### src/rtl/dpram64_bridge_if.sv
// dpram64_bridge_if -- request/response handshake bundle for dpram64_bridge.
//   Request : i_req_valid/o_req_ready, i_req_we, i_req_addr[AW], i_req_wdata[32], i_req_be[4]
//   Response: o_rsp_valid/i_rsp_ready, o_rsp_rdata[32], o_rsp_we
//   slave  modport: bridge side.  master modport: requester side.
interface dpram64_bridge_if #(
    parameter int SIZE = 65536
);
    localparam int AW = $clog2(SIZE);

    logic          i_req_valid;
    logic          o_req_ready;
    logic          i_req_we;
    logic [AW-1:0] i_req_addr;
    logic [31:0]   i_req_wdata;
    logic [3:0]    i_req_be;
    logic          o_rsp_valid;
    logic          i_rsp_ready;
    logic [31:0]   o_rsp_rdata;
    logic          o_rsp_we;

    modport slave (
        input  i_req_valid, i_req_we, i_req_addr, i_req_wdata, i_req_be, i_rsp_ready,
        output o_req_ready, o_rsp_valid, o_rsp_rdata, o_rsp_we
    );

    modport master (
        output i_req_valid, i_req_we, i_req_addr, i_req_wdata, i_req_be, i_rsp_ready,
        input  o_req_ready, o_rsp_valid, o_rsp_rdata, o_rsp_we
    );
endinterface

### src/rtl/dpram64_bridge.sv
// dpram64_bridge -- 32-bit valid/ready request port onto a 64-bit dual-port RAM
// with one-cycle registered read latency.
//   clk, rst        : clock, synchronous active-high reset
//   bus (slave)     : request/response handshake (see dpram64_bridge_if)
//   o_ram_we[8]     : RAM byte write enables
//   o_ram_din[64]   : RAM write data (word replicated into both halves)
//   o_ram_waddr/raddr[AW] : RAM byte addresses (straight from the request)
//   i_ram_dout[64]  : RAM read data, valid the cycle after raddr
//   o_rd_count/o_wr_count[32] : accepted read/write counters, only when
//                     DPRAM64_BRIDGE_STATS_EN is defined
// A request sits in P1 for one cycle while the RAM reads, then lands in a
// 2-entry response FIFO. An empty FIFO is bypassed so P1 can answer directly.
module dpram64_bridge #(
    parameter  int SIZE = 65536,
    localparam int AW   = $clog2(SIZE)
) (
    input  logic          clk,
    input  logic          rst,
    dpram64_bridge_if.slave bus,
    output logic [7:0]    o_ram_we,
    output logic [63:0]   o_ram_din,
    output logic [AW-1:0] o_ram_waddr,
    output logic [AW-1:0] o_ram_raddr,
    input  logic [63:0]   i_ram_dout
`ifdef DPRAM64_BRIDGE_STATS_EN
    ,
    output logic [31:0]   o_rd_count,
    output logic [31:0]   o_wr_count
`endif
);

    // P1 stage: remembers kind of request and which RAM half to pick
    logic p1_vld_q, p1_we_q, p1_hi_q;

    // response FIFO
    logic [1:0][31:0] f_data_q;
    logic [1:0]       f_we_q;
    logic             wp_q, rp_q;
    logic [1:0]       cnt_q, cnt_d;

    logic [1:0]  occ;
    logic        fifo_empty, fire, pop, push, fpop;
    logic [31:0] p1_rdata;
    logic [7:0]  be_sh;

    assign fifo_empty = (cnt_q == 2'd0);
    assign occ        = cnt_q + {1'b0, p1_vld_q};

    // P1 answer comes straight off the RAM output; writes answer with 0
    assign p1_rdata = p1_we_q ? 32'h0 : (p1_hi_q ? i_ram_dout[63:32] : i_ram_dout[31:0]);

    assign bus.o_rsp_valid = !fifo_empty || p1_vld_q;
    assign bus.o_rsp_rdata = !fifo_empty ? f_data_q[rp_q] : (p1_vld_q ? p1_rdata : 32'h0);
    assign bus.o_rsp_we    = !fifo_empty ? f_we_q[rp_q]   : (p1_vld_q && p1_we_q);

    assign pop  = bus.o_rsp_valid && bus.i_rsp_ready;
    // a pop frees a slot this same cycle, so a full bridge still accepts
    assign bus.o_req_ready = !rst && ((occ < 2'd2) || pop);
    assign fire = bus.i_req_valid && bus.o_req_ready;

    // P1 moves into the FIFO unless it was consumed through the bypass
    assign push = p1_vld_q && !(fifo_empty && pop);
    assign fpop = pop && !fifo_empty;

    always_comb begin
        cnt_d = cnt_q;
        if (push && !fpop)      cnt_d = cnt_q + 2'd1;
        else if (!push && fpop) cnt_d = cnt_q - 2'd1;
    end

    // RAM side is purely combinational from the accepted request
    assign be_sh       = bus.i_req_addr[2] ? {bus.i_req_be, 4'h0} : {4'h0, bus.i_req_be};
    assign o_ram_we    = (fire && bus.i_req_we) ? be_sh : 8'h00;
    assign o_ram_din   = {bus.i_req_wdata, bus.i_req_wdata};
    assign o_ram_waddr = bus.i_req_addr;
    assign o_ram_raddr = bus.i_req_addr;

    always_ff @(posedge clk) begin
        if (rst) begin
            p1_vld_q <= 1'b0;
            p1_we_q  <= 1'b0;
            p1_hi_q  <= 1'b0;
            f_data_q <= '0;
            f_we_q   <= '0;
            wp_q     <= 1'b0;
            rp_q     <= 1'b0;
            cnt_q    <= 2'd0;
        end else begin
            p1_vld_q <= fire;
            if (fire) begin
                p1_we_q <= bus.i_req_we;
                p1_hi_q <= bus.i_req_addr[2];
            end
            if (push) begin
                f_data_q[wp_q] <= p1_rdata;
                f_we_q[wp_q]   <= p1_we_q;
                wp_q           <= ~wp_q;
            end
            if (fpop) rp_q <= ~rp_q;
            cnt_q <= cnt_d;
        end
    end

`ifdef DPRAM64_BRIDGE_STATS_EN
    logic [31:0] rd_cnt_q, wr_cnt_q;

    always_ff @(posedge clk) begin
        if (rst) begin
            rd_cnt_q <= 32'h0;
            wr_cnt_q <= 32'h0;
        end else if (fire) begin
            if (bus.i_req_we) wr_cnt_q <= wr_cnt_q + 32'h1;
            else              rd_cnt_q <= rd_cnt_q + 32'h1;
        end
    end

    assign o_rd_count = rd_cnt_q;
    assign o_wr_count = wr_cnt_q;
`endif

endmodule

### src/flat_wrapper.sv
// flat-port wrapper written by rule: the top's interface ports become plain ports
module dpram64_bridge_flat 
#(
    parameter  int SIZE = 65536,
    localparam int AW   = $clog2(SIZE)
)
  (clk, rst, o_ram_we, o_ram_din, o_ram_waddr, o_ram_raddr, i_ram_dout, bus_i_req_valid, bus_i_req_we, bus_i_req_addr, bus_i_req_wdata, bus_i_req_be, bus_i_rsp_ready, bus_o_req_ready, bus_o_rsp_valid, bus_o_rsp_rdata, bus_o_rsp_we);
  dpram64_bridge_if #(.SIZE(SIZE)) bus_i ();
  input  logic clk;
  input  logic rst;
  output logic [7:0] o_ram_we;
  output logic [63:0] o_ram_din;
  output logic [AW-1:0] o_ram_waddr;
  output logic [AW-1:0] o_ram_raddr;
  input  logic [63:0] i_ram_dout;
  input wire logic [$bits(bus_i.i_req_valid)-1:0] bus_i_req_valid;
  input wire logic [$bits(bus_i.i_req_we)-1:0] bus_i_req_we;
  input wire logic [$bits(bus_i.i_req_addr)-1:0] bus_i_req_addr;
  input wire logic [$bits(bus_i.i_req_wdata)-1:0] bus_i_req_wdata;
  input wire logic [$bits(bus_i.i_req_be)-1:0] bus_i_req_be;
  input wire logic [$bits(bus_i.i_rsp_ready)-1:0] bus_i_rsp_ready;
  output wire logic [$bits(bus_i.o_req_ready)-1:0] bus_o_req_ready;
  output wire logic [$bits(bus_i.o_rsp_valid)-1:0] bus_o_rsp_valid;
  output wire logic [$bits(bus_i.o_rsp_rdata)-1:0] bus_o_rsp_rdata;
  output wire logic [$bits(bus_i.o_rsp_we)-1:0] bus_o_rsp_we;
  assign bus_i.i_req_valid = bus_i_req_valid;
  assign bus_i.i_req_we = bus_i_req_we;
  assign bus_i.i_req_addr = bus_i_req_addr;
  assign bus_i.i_req_wdata = bus_i_req_wdata;
  assign bus_i.i_req_be = bus_i_req_be;
  assign bus_i.i_rsp_ready = bus_i_rsp_ready;
  assign bus_o_req_ready = bus_i.o_req_ready;
  assign bus_o_rsp_valid = bus_i.o_rsp_valid;
  assign bus_o_rsp_rdata = bus_i.o_rsp_rdata;
  assign bus_o_rsp_we = bus_i.o_rsp_we;
  dpram64_bridge #(.SIZE(SIZE)) u_core (.clk(clk), .rst(rst), .bus(bus_i), .o_ram_we(o_ram_we), .o_ram_din(o_ram_din), .o_ram_waddr(o_ram_waddr), .o_ram_raddr(o_ram_raddr), .i_ram_dout(i_ram_dout));
endmodule
### config.mk
export PLATFORM = sky130hd
export DESIGN_NAME = dpram64_bridge_flat
export DESIGN_NICKNAME = d
export VERILOG_FILES = /design/src/rtl/dpram64_bridge_if.sv /design/src/rtl/dpram64_bridge.sv /design/src/flat_wrapper.sv
export SDC_FILE = /design/constraint.sdc
export NUM_CORES = 1
export LEC_CHECK = 0
export CELL_PAD_IN_SITES_DETAIL_PLACEMENT = 0
export CELL_PAD_IN_SITES_GLOBAL_PLACEMENT = 2
export CORE_MARGIN = 2
export CORE_UTILIZATION = 20
export DETAILED_ROUTE_END_ITERATION = 12
export HOLD_SLACK_MARGIN = 0.1
export MAX_ROUTING_LAYER = met4
export PLACE_DENSITY_LB_ADDON = 0.1
export SYNTH_ARGS = -nofsm -noshare
export SYNTH_HDL_FRONTEND = slang
export SYNTH_SLANG_ARGS = --single-unit
### constraint.sdc
create_clock -name clk -period 1.24 [get_ports clk]
set_input_delay 0.124 -clock clk [delete_from_list [all_inputs] [get_ports clk]]
set_output_delay 0.124 -clock clk [all_outputs]
set_load 0.01 [all_outputs]
==> metrics.yaml <==
status: "complete, but fails checks"
violations: "setup timing"
n_antenna_cell: 0
antenna_found_initial: 0
antenna_left: 0
syn_to_final_growth_pct: 70.4
slew_headroom_pct: 61.4
yosysSeqAreaShare_pct: 29.8
die_y_um: 161
num-fill-cells: 2393
min_to: "o_ram_din[23]"
crit_path_end_kind: "output port"
drtPass1Iterations: 4
numCtsBuffers: 9
crit_required_ns: 1.12
dp_hpwl_mm: 10.0
htreeDepth: 3
initial_core_util_pct: 20.3
synth_ff_type: "dfxtp_1"
hold_viol_final: 0
worstReg2RegEnd: "u_core.f_data_q[5]"
fp.dieW_um: 161
pre_cts_slack_ns: -0.799
cp.arrival_ns: 1.67
synth_cell_type_count: 30
grt_pass1_wl_mm: 25.5
power.leakage_nw: 2.98
min_path_cells: 0
grt_max_degree: 70
layout_commonest_cell: "mux2i_1"
syn-num-nets: 638
route.vias.total: 3947
ff2ff_path_depth: 6
max_freq_mhz: 556
reg2reg_from: "u_core.p1_vld_q"
rows: 57
clk_pin_slew_ns: 0.06
clock_skew_ns: 0.00565
gr-usage-all-layers_pct: 13.3
clk_path_buf_depth: 2
rsz0062_at_grt: "true"
hold_class: "input port to output port"
crit_fanout: 5
cts-root-buf: "clkbuf_16"
peakVddDrop_uv: 521
mostFrequentLayoutCells: "mux2i_1 (86), clkdlybuf4s50_1 (71), nand2b_1 (67), dfxtp_1 (67), buf_2 (39)"
finalSetupViolations: 115
syn_avg_cell_area_um2: 9.49
fin_crit_sh_pct: 145
final.setup.worst_slack_ns: -0.558
tightest_slew_ns: 0.580
die-area_um2: 25800
grt_pass1_vias: 4381
drt-initial-drc-count: 134
avgRoutedWirePerCell_um: 17.5
async_flop_share_pct: 0
drc: 0
maxSlewViolCount: 0
final_layout_size_suffix_gt1_share_pct: 45.8
syn-cell-area_um2: 4910
ctsHoldBuffers: 0
synth-edff-count: 0
layout.nets: 730
cts_sinks: 73
worstSetupPathType: "flop to output port"
drv_cap: 0
core_um2: 24200
start_kind: "flop"
routed_wl_mm: 16.4
cts_tree: "done"
clock_latency_ns: 0.34
post-route-min-period_ns: 1.80
port_buffers: 118
finalWeightedCongestion: 0.682
ys_ff_latch: 73
num_io_pins: 260
hold_ws_ns: 0.248
yosysWarnings: 0
reg2reg_setup_slack_ns: -0.35
p_per_area_nw_per_um2: 899
synth_cells: 517
via_per_inst: 4.21
grt-ovfl-total: 0
final_util_pct: 34.6
hp-start: "bus_i_req_wdata[23]"
-- worst max-delay path, cell delays in order (launching register included) --
cell,delay (ns)
dfxtp_4,0.37
buf_6,0.12
nand4bb_4,0.14
o211ai_4,0.13
buf_6,0.16
nor4b_4,0.25
buf_2,0.17
-- layer usage --
metal | routed length (µm) | up-vias | track usage, %
li1 | - | 1928 | -
met1 | 7420 | 1905 | 16.4
met2 | 8150 | 87 | 22.0
met3 | 663 | 27 | 2.92
met4 | 207 | 0 | 3.48
met5 | 0 | - | -
-- flip-flops by register name, summed over array words and instances (netlist names) --
name	cells
u_core.cnt_q	2
u_core.f_data_q	64
u_core.f_we_q	2
u_core.p1_hi_q	1
u_core.p1_vld_q	1
u_core.p1_we_q	1
u_core.rp_q	1
u_core.wp_q	1
-- where the power goes --
| group | internal [W] | total (W) | switching [W] |
|---|---|---|---|
| Clock | 0.00180 | 0.00286 | 0.00106 |
| Sequential | 0.00241 | 0.00248 | 0.0000796 |
| Combinational | 0.00124 | 0.00217 | 0.000928 |
-- per-stage QoR --
stage	total power [W]	std cells	instance area, µm²	TNS (ns)
3_3_place_gp	0.00414	879	6740	-64.89
5_1_grt	0.00785	937	8360	-49.53
2_1_floorplan	0.00372	517	5580	-5.39
3_5_place_dp	0.00415	879	6740	-66.49
4_1_cts	0.00754	936	8070	-41.99
6_report	0.00752	937	8360	-42.13
-- Yosys cell counts, drive strengths merged (2+ instances only) --
master | instances | share of area [%]
mux2i | 133 | 27
buf | 117 | 17
dfxtp | 73 | 30
nand2b | 70 | 8.9
or3 | 33 | 4.2
o32ai | 32 | 5.7
clkbuf | 21 | 1.6
and4 | 4 | 0.71
nor4b | 4 | 0.71
inv | 3 | 0.23
nand2 | 3 | 0.23
nor2 | 3 | 0.28
nor2b | 3 | 0.38
nor3b | 3 | 0.46
o21ai | 3 | 0.31
a21oi | 2 | 0.20
nor3 | 2 | 0.20
-- cell type report --
type / count / area [µm²] / share of cell area [%]
Clock buffer: 10 / 239 / 2.86
Clock inverter: 5 / 80.1 / 0.958
Inverter: 3 / 13.8 / 0.165
Multi-Input combinational cell: 303 / 3750 / 44.9
Sequential cell: 73 / 1480 / 17.7
Tap cell: 324 / 405 / 4.85
Timing Repair Buffer: 219 / 2390 / 28.6
-- how the worst max path moves through the flow --
stage | from | cells past startpoint | endpoint
after floorplan | u_core.cnt_q[0] | 5 | bus_o_rsp_rdata[22]
after global placement | bus_i_rsp_ready | 6 | o_ram_we[6]
after detailed placement | bus_i_rsp_ready | 6 | o_ram_we[5]
after CTS | u_core.p1_hi_q | 4 | bus_o_rsp_rdata[22]
after global routing | u_core.cnt_q[1] | 6 | o_ram_we[0]
final | u_core.cnt_q[1] | 6 | o_ram_we[0]
-- cell families after synthesis --
group	Yosys count	synth area share, %
buffers and inverters	141	19.3
muxes	134	27.4
DFF	73	29.8
and+or+nand+nor	129	16.7
xor gates and xnor gates	1	0.178
AOI/OAI and AO/OA	39	6.63
-- timing repair --
action | CTS | global route
setup endpoints to repair | 116 | 118
buffers inserted | 38 | 9
cloned | 10 | 3
pin swaps | 11 | 24
resized for setup | 302 | 69
Power figures use the tool's default switching activity.
